`src/rtl/image_loader_pkg.sv`:
```
// Shared types and constants for the ASCII octal image loader.
package image_loader_pkg;

  // Loader sequencing states.
  typedef enum logic [2:0] {
    S_IDLE  = 3'd0,
    S_NUM   = 3'd1,
    S_WR_HI = 3'd2,
    S_WR_LO = 3'd3,
    S_HOLD  = 3'd4,
    S_DONE  = 3'd5
  } state_t;

  // Record kind selected by the leading symbol.
  typedef enum logic [1:0] {
    REC_OFS  = 2'd0,
    REC_PC   = 2'd1,
    REC_WORD = 2'd2
  } rec_t;

  localparam logic [7:0] CH_STAR = 8'h2A;
  localparam logic [7:0] CH_AT   = 8'h40;
  localparam logic [7:0] CH_DASH = 8'h2D;
  localparam logic [7:0] CH_SP   = 8'h20;
  localparam logic [7:0] CH_CR   = 8'h0D;
  localparam logic [7:0] CH_LF   = 8'h0A;
  localparam logic [7:0] CH_TAB  = 8'h09;
  localparam logic [7:0] CH_0    = 8'h30;
  localparam logic [7:0] CH_7    = 8'h37;

  // Map a record symbol to its record kind.
  function automatic rec_t rec_of(input logic [7:0] ch);
    case (ch)
      CH_STAR: rec_of = REC_OFS;
      CH_AT:   rec_of = REC_PC;
      default: rec_of = REC_WORD;
    endcase
  endfunction

  // Saturating 8-bit increment.
  function automatic logic [7:0] sat_inc8(input logic [7:0] v);
    sat_inc8 = (v == 8'hFF) ? v : v + 8'd1;
  endfunction

endpackage

```
`src/rtl/image_loader_octal_char_decode.sv`:
```
// Combinational classifier for one ASCII image byte.
module octal_char_decode
  import image_loader_pkg::*;
(
  input  logic [7:0] ch,
  output logic [2:0] digit,
  output logic       is_digit,
  output logic       is_space,
  output logic       is_symbol
);

  // Digit value is the low three bits of '0'..'7'.
  always_comb begin
    digit     = ch[2:0];
    is_digit  = (ch >= CH_0) && (ch <= CH_7);
    is_space  = (ch == CH_SP) || (ch == CH_CR) || (ch == CH_LF) || (ch == CH_TAB);
    is_symbol = (ch == CH_STAR) || (ch == CH_AT) || (ch == CH_DASH);
  end

endmodule

```
`src/rtl/image_loader.sv`:
```
// Parses an ASCII octal program image, writes it to program memory,
// then releases the CPU reset a fixed delay after loading completes.
module image_loader
  import image_loader_pkg::*;
#(
  parameter int unsigned RELEASE_DLY = 5
) (
  input  logic        clock,
  input  logic        reset,
  input  logic        char_valid,
  input  logic [7:0]  char_data,
  output logic        char_ready,
  input  logic        eof,
  output logic        mem_we,
  output logic [15:0] mem_addr,
  output logic [7:0]  mem_wdata,
  output logic [15:0] pc_start,
  output logic [15:0] pc_end,
  output logic        cpu_reset,
  output logic        load_done,
  output logic [7:0]  err_count
);

  localparam logic [31:0] DLY_LAST = 32'(RELEASE_DLY - 1);

  state_t      state;
  rec_t        rec;
  logic [15:0] acc;
  logic        have_digit;
  logic [15:0] wr_ptr;
  logic [15:0] data_offset;
  logic [15:0] init_pc;
  logic [31:0] dly_cnt;
  logic        run;

  logic [2:0]  dec_digit;
  logic        dec_is_digit;
  logic        dec_is_space;
  logic        dec_is_symbol;

  logic        accept;
  logic        commit;
  logic        reject;
  logic        idle_bad;
  logic        enter_hold;

  octal_char_decode u_decode (
    .ch        (char_data),
    .digit     (dec_digit),
    .is_digit  (dec_is_digit),
    .is_space  (dec_is_space),
    .is_symbol (dec_is_symbol)
  );

  // Handshake and per-cycle decisions; eof only acts when no byte is taken.
  always_comb begin
    char_ready = run && ((state == S_IDLE) || (state == S_NUM));
    accept     = char_valid && char_ready;
    commit     = (state == S_NUM) && have_digit &&
                 (accept ? dec_is_space : eof);
    reject     = (state == S_NUM) &&
                 (accept ? (!dec_is_digit && !(dec_is_space && have_digit))
                         : (eof && !have_digit));
    idle_bad   = (state == S_IDLE) && accept && !dec_is_symbol && !dec_is_space;
    enter_hold = !accept && eof &&
                 ((state == S_IDLE) || ((state == S_NUM) && !have_digit));
  end

  // Loader state, record accumulation, memory strobes and release timing.
  always_ff @(posedge clock or negedge reset) begin
    if (!reset) begin
      state       <= S_IDLE;
      rec         <= REC_WORD;
      acc         <= '0;
      have_digit  <= 1'b0;
      wr_ptr      <= '0;
      data_offset <= '0;
      init_pc     <= '0;
      pc_start    <= '0;
      pc_end      <= '0;
      err_count   <= '0;
      mem_we      <= 1'b0;
      mem_addr    <= '0;
      mem_wdata   <= '0;
      load_done   <= 1'b0;
      cpu_reset   <= 1'b1;
      dly_cnt     <= '0;
      run         <= 1'b0;
    end else begin
      run      <= 1'b1;
      pc_start <= data_offset + init_pc;
      mem_we   <= 1'b0;

      if (idle_bad || reject) begin
        err_count <= sat_inc8(err_count);
      end

      if (enter_hold) begin
        state     <= S_HOLD;
        pc_end    <= wr_ptr;
        load_done <= 1'b1;
        dly_cnt   <= '0;
      end else begin
        case (state)
          S_IDLE: begin
            if (accept && dec_is_symbol) begin
              rec        <= rec_of(char_data);
              acc        <= '0;
              have_digit <= 1'b0;
              state      <= S_NUM;
            end
          end
          S_NUM: begin
            if (commit) begin
              case (rec)
                REC_OFS: begin
                  data_offset <= acc;
                  state       <= S_IDLE;
                end
                REC_PC: begin
                  init_pc <= acc;
                  state   <= S_IDLE;
                end
                default: begin
                  mem_we    <= 1'b1;
                  mem_addr  <= wr_ptr;
                  mem_wdata <= acc[15:8];
                  state     <= S_WR_HI;
                end
              endcase
            end else if (reject) begin
              state <= S_IDLE;
            end else if (accept) begin
              acc        <= {acc[12:0], dec_digit};
              have_digit <= 1'b1;
            end
          end
          S_WR_HI: begin
            mem_we    <= 1'b1;
            mem_addr  <= wr_ptr + 16'd1;
            mem_wdata <= acc[7:0];
            state     <= S_WR_LO;
          end
          S_WR_LO: begin
            wr_ptr <= wr_ptr + 16'd2;
            state  <= S_IDLE;
          end
          S_HOLD: begin
            if (dly_cnt == DLY_LAST) begin
              cpu_reset <= 1'b0;
              state     <= S_DONE;
            end else begin
              dly_cnt <= dly_cnt + 32'd1;
            end
          end
          S_DONE: begin
            state <= S_DONE;
          end
          default: begin
            state <= S_IDLE;
          end
        endcase
      end
    end
  end

endmodule

```
`config.mk`:
```
export PLATFORM = sky130hd
export DESIGN_NAME = image_loader
export DESIGN_NICKNAME = d
export VERILOG_FILES = /design/src/rtl/image_loader_pkg.sv /design/src/rtl/image_loader_octal_char_decode.sv /design/src/rtl/image_loader.sv
export SDC_FILE = /design/constraint.sdc
export NUM_CORES = 1
export LEC_CHECK = 0
export ABC_AREA = 1
export CORE_MARGIN = 3
export CORE_UTILIZATION = 50
export DETAILED_ROUTE_END_ITERATION = 12
export GPL_TIMING_DRIVEN = 1
export PLACE_DENSITY = 0.71
export SETUP_SLACK_MARGIN = 0.05
export SKIP_LAST_GASP = 1
export SYNTH_ARGS = -nofsm -noshare
export SYNTH_HDL_FRONTEND = slang
export SYNTH_HIERARCHICAL = 1
export SYNTH_SLANG_ARGS = --single-unit
```
`constraint.sdc`:
```
create_clock -name clock -period 2 [get_ports clock]
set_input_delay 0.4 -clock clock [delete_from_list [all_inputs] [get_ports clock]]
set_output_delay 0.4 -clock clock [all_outputs]
set_load 0.05 [all_outputs]
```
==> flow_summary.json <==
{
  "maxCapViolCount": 0,
  "grt_pass1_wl_mm": 35.7,
  "power_density_mw_per_mm2": 807,
  "dpl.hpwl_mm": 15.0,
  "path_buf_inv": 5,
  "die_height_um": 139,
  "crit_path_cell_trace": "clkdlybuf4s50_1 > inv_2 > nand2_1 > nor2_1 > nand2_1 > nand2_1 > a21oi_1 > o211ai_4 > buf_4 > buf_4 > buf_4 > nand4_1 > o21ai_0",
  "hp-class": "primary input to asynchronous set/reset pin",
  "cp_max_fo": 3,
  "stdcell_count": 1503,
  "synth_nets": 1187,
  "tns_ns": 0,
  "final-seq-area_mm2": 0.00421,
  "drc": 0,
  "switching_power_mw": 2.74,
  "pwr-share-comb": 0.199,
  "status": "completed",
  "period_share": 0.944,
  "critPathLaunchType": "primary input",
  "final-max-slew-violation-count": 0,
  "critPathKind": "primary input to register",
  "syn-cell-area_mm2": 0.00891,
  "synth_flop_cell": "dfrtp_1",
  "cp_slowest_cell": "clkdlybuf4s50_1",
  "synth_top_area_frac": 0.466,
  "final_nets": 1297,
  "start_util": 0.513,
  "skew_ns": 0.0113,
  "internal_power_mw": 5.97,
  "fill_cells": 1555,
  "io_pins": 80,
  "drive_above_1_share": 0.0970,
  "design.core.area_mm2": 0.0174,
  "overflow": 0,
  "synth_edf_count": 0,
  "clockBufferDepth": 2,
  "final-setup-viol-count": 0,
  "io_buffers": 78,
  "p_leak_nw": 5.39,
  "avgViaCountPerCell": 5.16,
  "yosysMostFrequentCell": "nand2_1",
  "globalplace.congestion": 0.917,
  "dieArea_mm2": 0.0195,
  "p_total_mw": 8.71,
  "routed_wl_mm": 21.1,
  "clk_pin_slew_ns": 0.06,
  "synth_warnings": 6,
  "area_growth_pct": 21.1,
  "slew_headroom": 0.651,
  "grt_pass1_vias": 7396,
  "grt_usage": 0.222,
  "worst-slew-pin-transition_ns": 0.525,
  "switching_share": 0.315,
  "clockRootBuffer": "clkbuf_16",
  "numCtsBuffers": 17,
  "ant_nets": 0,
  "crit_family": "buffers and inverters",
  "clk_latency_ns": 0.43,
  "drt_iter0_drc": 604,
  "seqPwrFrac": 0.426,
  "cp-end-kind": "register",
  "yosys.area.top_type": "dfrtp_1",
  "firstDrtPassIters": 5,
  "vias": 7753,
  "max_stage_delay_ns": 0.51,
  "cp.required_ns": 2.30,
  "die_w_um": 139,
  "ys_seq_elements": 168,
  "dp_cells": 1464,
  "yosys-top-cells-area": "dfrtp_1, nand2_1, nor2_1",
  "period_minus_slack_ns": 1.89,
  "ir_drop_mv": 0.693,
  "cts_tree": "built",
  "grt_max_degree": 49,
  "arrival_ns": 2.19,
  "fmax_mhz": 529,
  "grt_setup_unrepaired": "yes",
  "async_flop_share": 1.00,
  "p_clk_frac": 0.374,
  "synthCells": 1155,
  "htree_levels": 4,
  "syn_avg_cell_area_um2": 7.71,
  "hold_viol": 0,
  "antenna_found_initial": 0,
  "drt-wirelength-per-cell_um": 14.0,
  "synth_cell_types": 40,
  "rows": 48,
  "synth_seq_area_share": 0.472,
  "clock-sinks": 168,
  "diodes": 0,
  "yosys-top-cells-count": "nand2_1, dfrtp_1, nor2_1",
  "multi_input_area_mm2": 0.00413
}
-- flip-flops by register name, indices dropped and copies added (netlist names), 2 cells and up --
name	flops
acc	16
data_offset	16
dly_cnt	32
err_count	8
init_pc	16
mem_addr	16
mem_wdata	8
pc_end	15
pc_start	16
rec	2
state	3
wr_ptr	15
-- cell usage in the layout (no fill, tap or decap), types with 3 or more instances in the layout --
cell type        synthesis  routed
nand2_4                  2       4
nor2_2                   0       4
clkdlybuf4s50_1          0       5
o21ai_0                 71      71
dfrtp_1                166     164
nand3_1                 74      74
ha_1                    19      19
dlygate4sd2_1            0      60
a21oi_1                 36      36
or2_2                    4       4
nand2_2                  9       8
and2_1                   3       3
xor2_1                  35      35
nand2_1                361     360
o21ai_1                 22      22
clkinv_2                 0       3
dlymetal6s2s_1           0       6
buf_12                   0      10
nand3b_1                 3       3
nand4_1                 25      25
nand3_4                  3       4
clkbuf_16                0      17
xnor2_1                  3       3
inv_2                    3       4
nor4_1                   3       3
nor3_1                   8       8
buf_4                    8      41
clkinvlp_4               0       3
inv_1                  101     100
nor2_1                 149     145
-- per-layer routing --
metal,vias up,wire [µm],GRT usage,share of wire
met4,0,211,0.0515,0.010
met2,226,9350,0.338,0.44
met1,3595,10200,0.323,0.48
met3,21,1320,0.0536,0.063
met5,-,0,0,0
li1,3911,-,-,-
-- final cells by class --
class	instances	area share
clock inverter	13	0.0136
sequential	168	0.390
timing repair buffer	125	0.110
tap	225	0.0261
multi-input combinational	848	0.383
clock buffer	19	0.0401
inverter	105	0.0368
-- repair_timing --
action                                  CTS  global route
endpoints found under the hold margin    38             0
gates resized for setup                  61            19
hold buffers                              1             0
endpoints found under the setup margin   61            69
gates cloned                              0             2
buffers inserted                          0             4
pin swaps                                 0             3
-- final timing paths --
| path | from | slack [ns] | cells after the start | endpoint |
|---|---|---|---|---|
| worst min-delay path | reset | 0.47 | 2 | pc_start[12] |
| max in group asynchronous | reset | 0.90 | 3 | wr_ptr[4] |
| worst min register to register | acc[12] | 0.47 | 2 | acc[12] |
| worst max register to register | state[2] | 0.20 | 11 | data_offset[11] |
| min in group clock | acc[12] | 0.47 | 2 | acc[12] |
| worst max-delay path | char_data[7] | 0.11 | 13 | state[0] |
-- per-stage QoR --
step / setup WS, ns / hold WS (ns) / utilization / instance area [µm²]
after floorplan: 0.283 / 0.104 / - / 8910
after global placement: -0.313 / 0.361 / 0.586 / 10200
after detailed placement: -0.349 / 0.360 / 0.586 / 10200
after CTS: 0.0519 / 0.470 / 0.615 / 10700
after global routing: 0.0368 / 0.492 / 0.622 / 10800
final: 0.111 / 0.467 / 0.622 / 10800
-- cell families (layout without fill, tap and decap cells) --
group | after synthesis | count (layout) | synth area share
AO/OA/AOI/OAI | 137 | 137 | 0.0806
XOR/XNOR | 38 | 38 | 0.0374
adder cells (fa/ha/maj) | 20 | 20 | 0.0289
buffers and inverters | 141 | 262 | 0.0706
flip-flops | 168 | 168 | 0.472
other | 2 | 2 | 0.000843
AND/OR/NAND/NOR | 649 | 651 | 0.309
-- power by group through the flow --
| stage | clock (mW) | sequential [mW] | combinational, mW |
|---|---|---|---|
| floorplan | 0 | 3.86 | 1.01 |
| global placement | 0 | 3.77 | 1.70 |
| detailed placement | 0 | 3.77 | 1.72 |
| CTS | 3.32 | 3.71 | 1.71 |
| global route | 3.47 | 3.73 | 1.95 |
| finish | 3.26 | 3.71 | 1.74 |
-- worst register-to-register path, cell delays in order (launching register included) --
cell     delay (ns)
dfrtp_1        0.43
inv_2          0.15
nand2_4        0.10
nor2_8         0.15
inv_4          0.12
nor2_4         0.14
nand2_2        0.12
inv_2          0.08
nand2_2        0.06
buf_12         0.17
nand2_1        0.08
o21ai_0        0.08
Note: power is estimated with default switching activity, not from simulation.
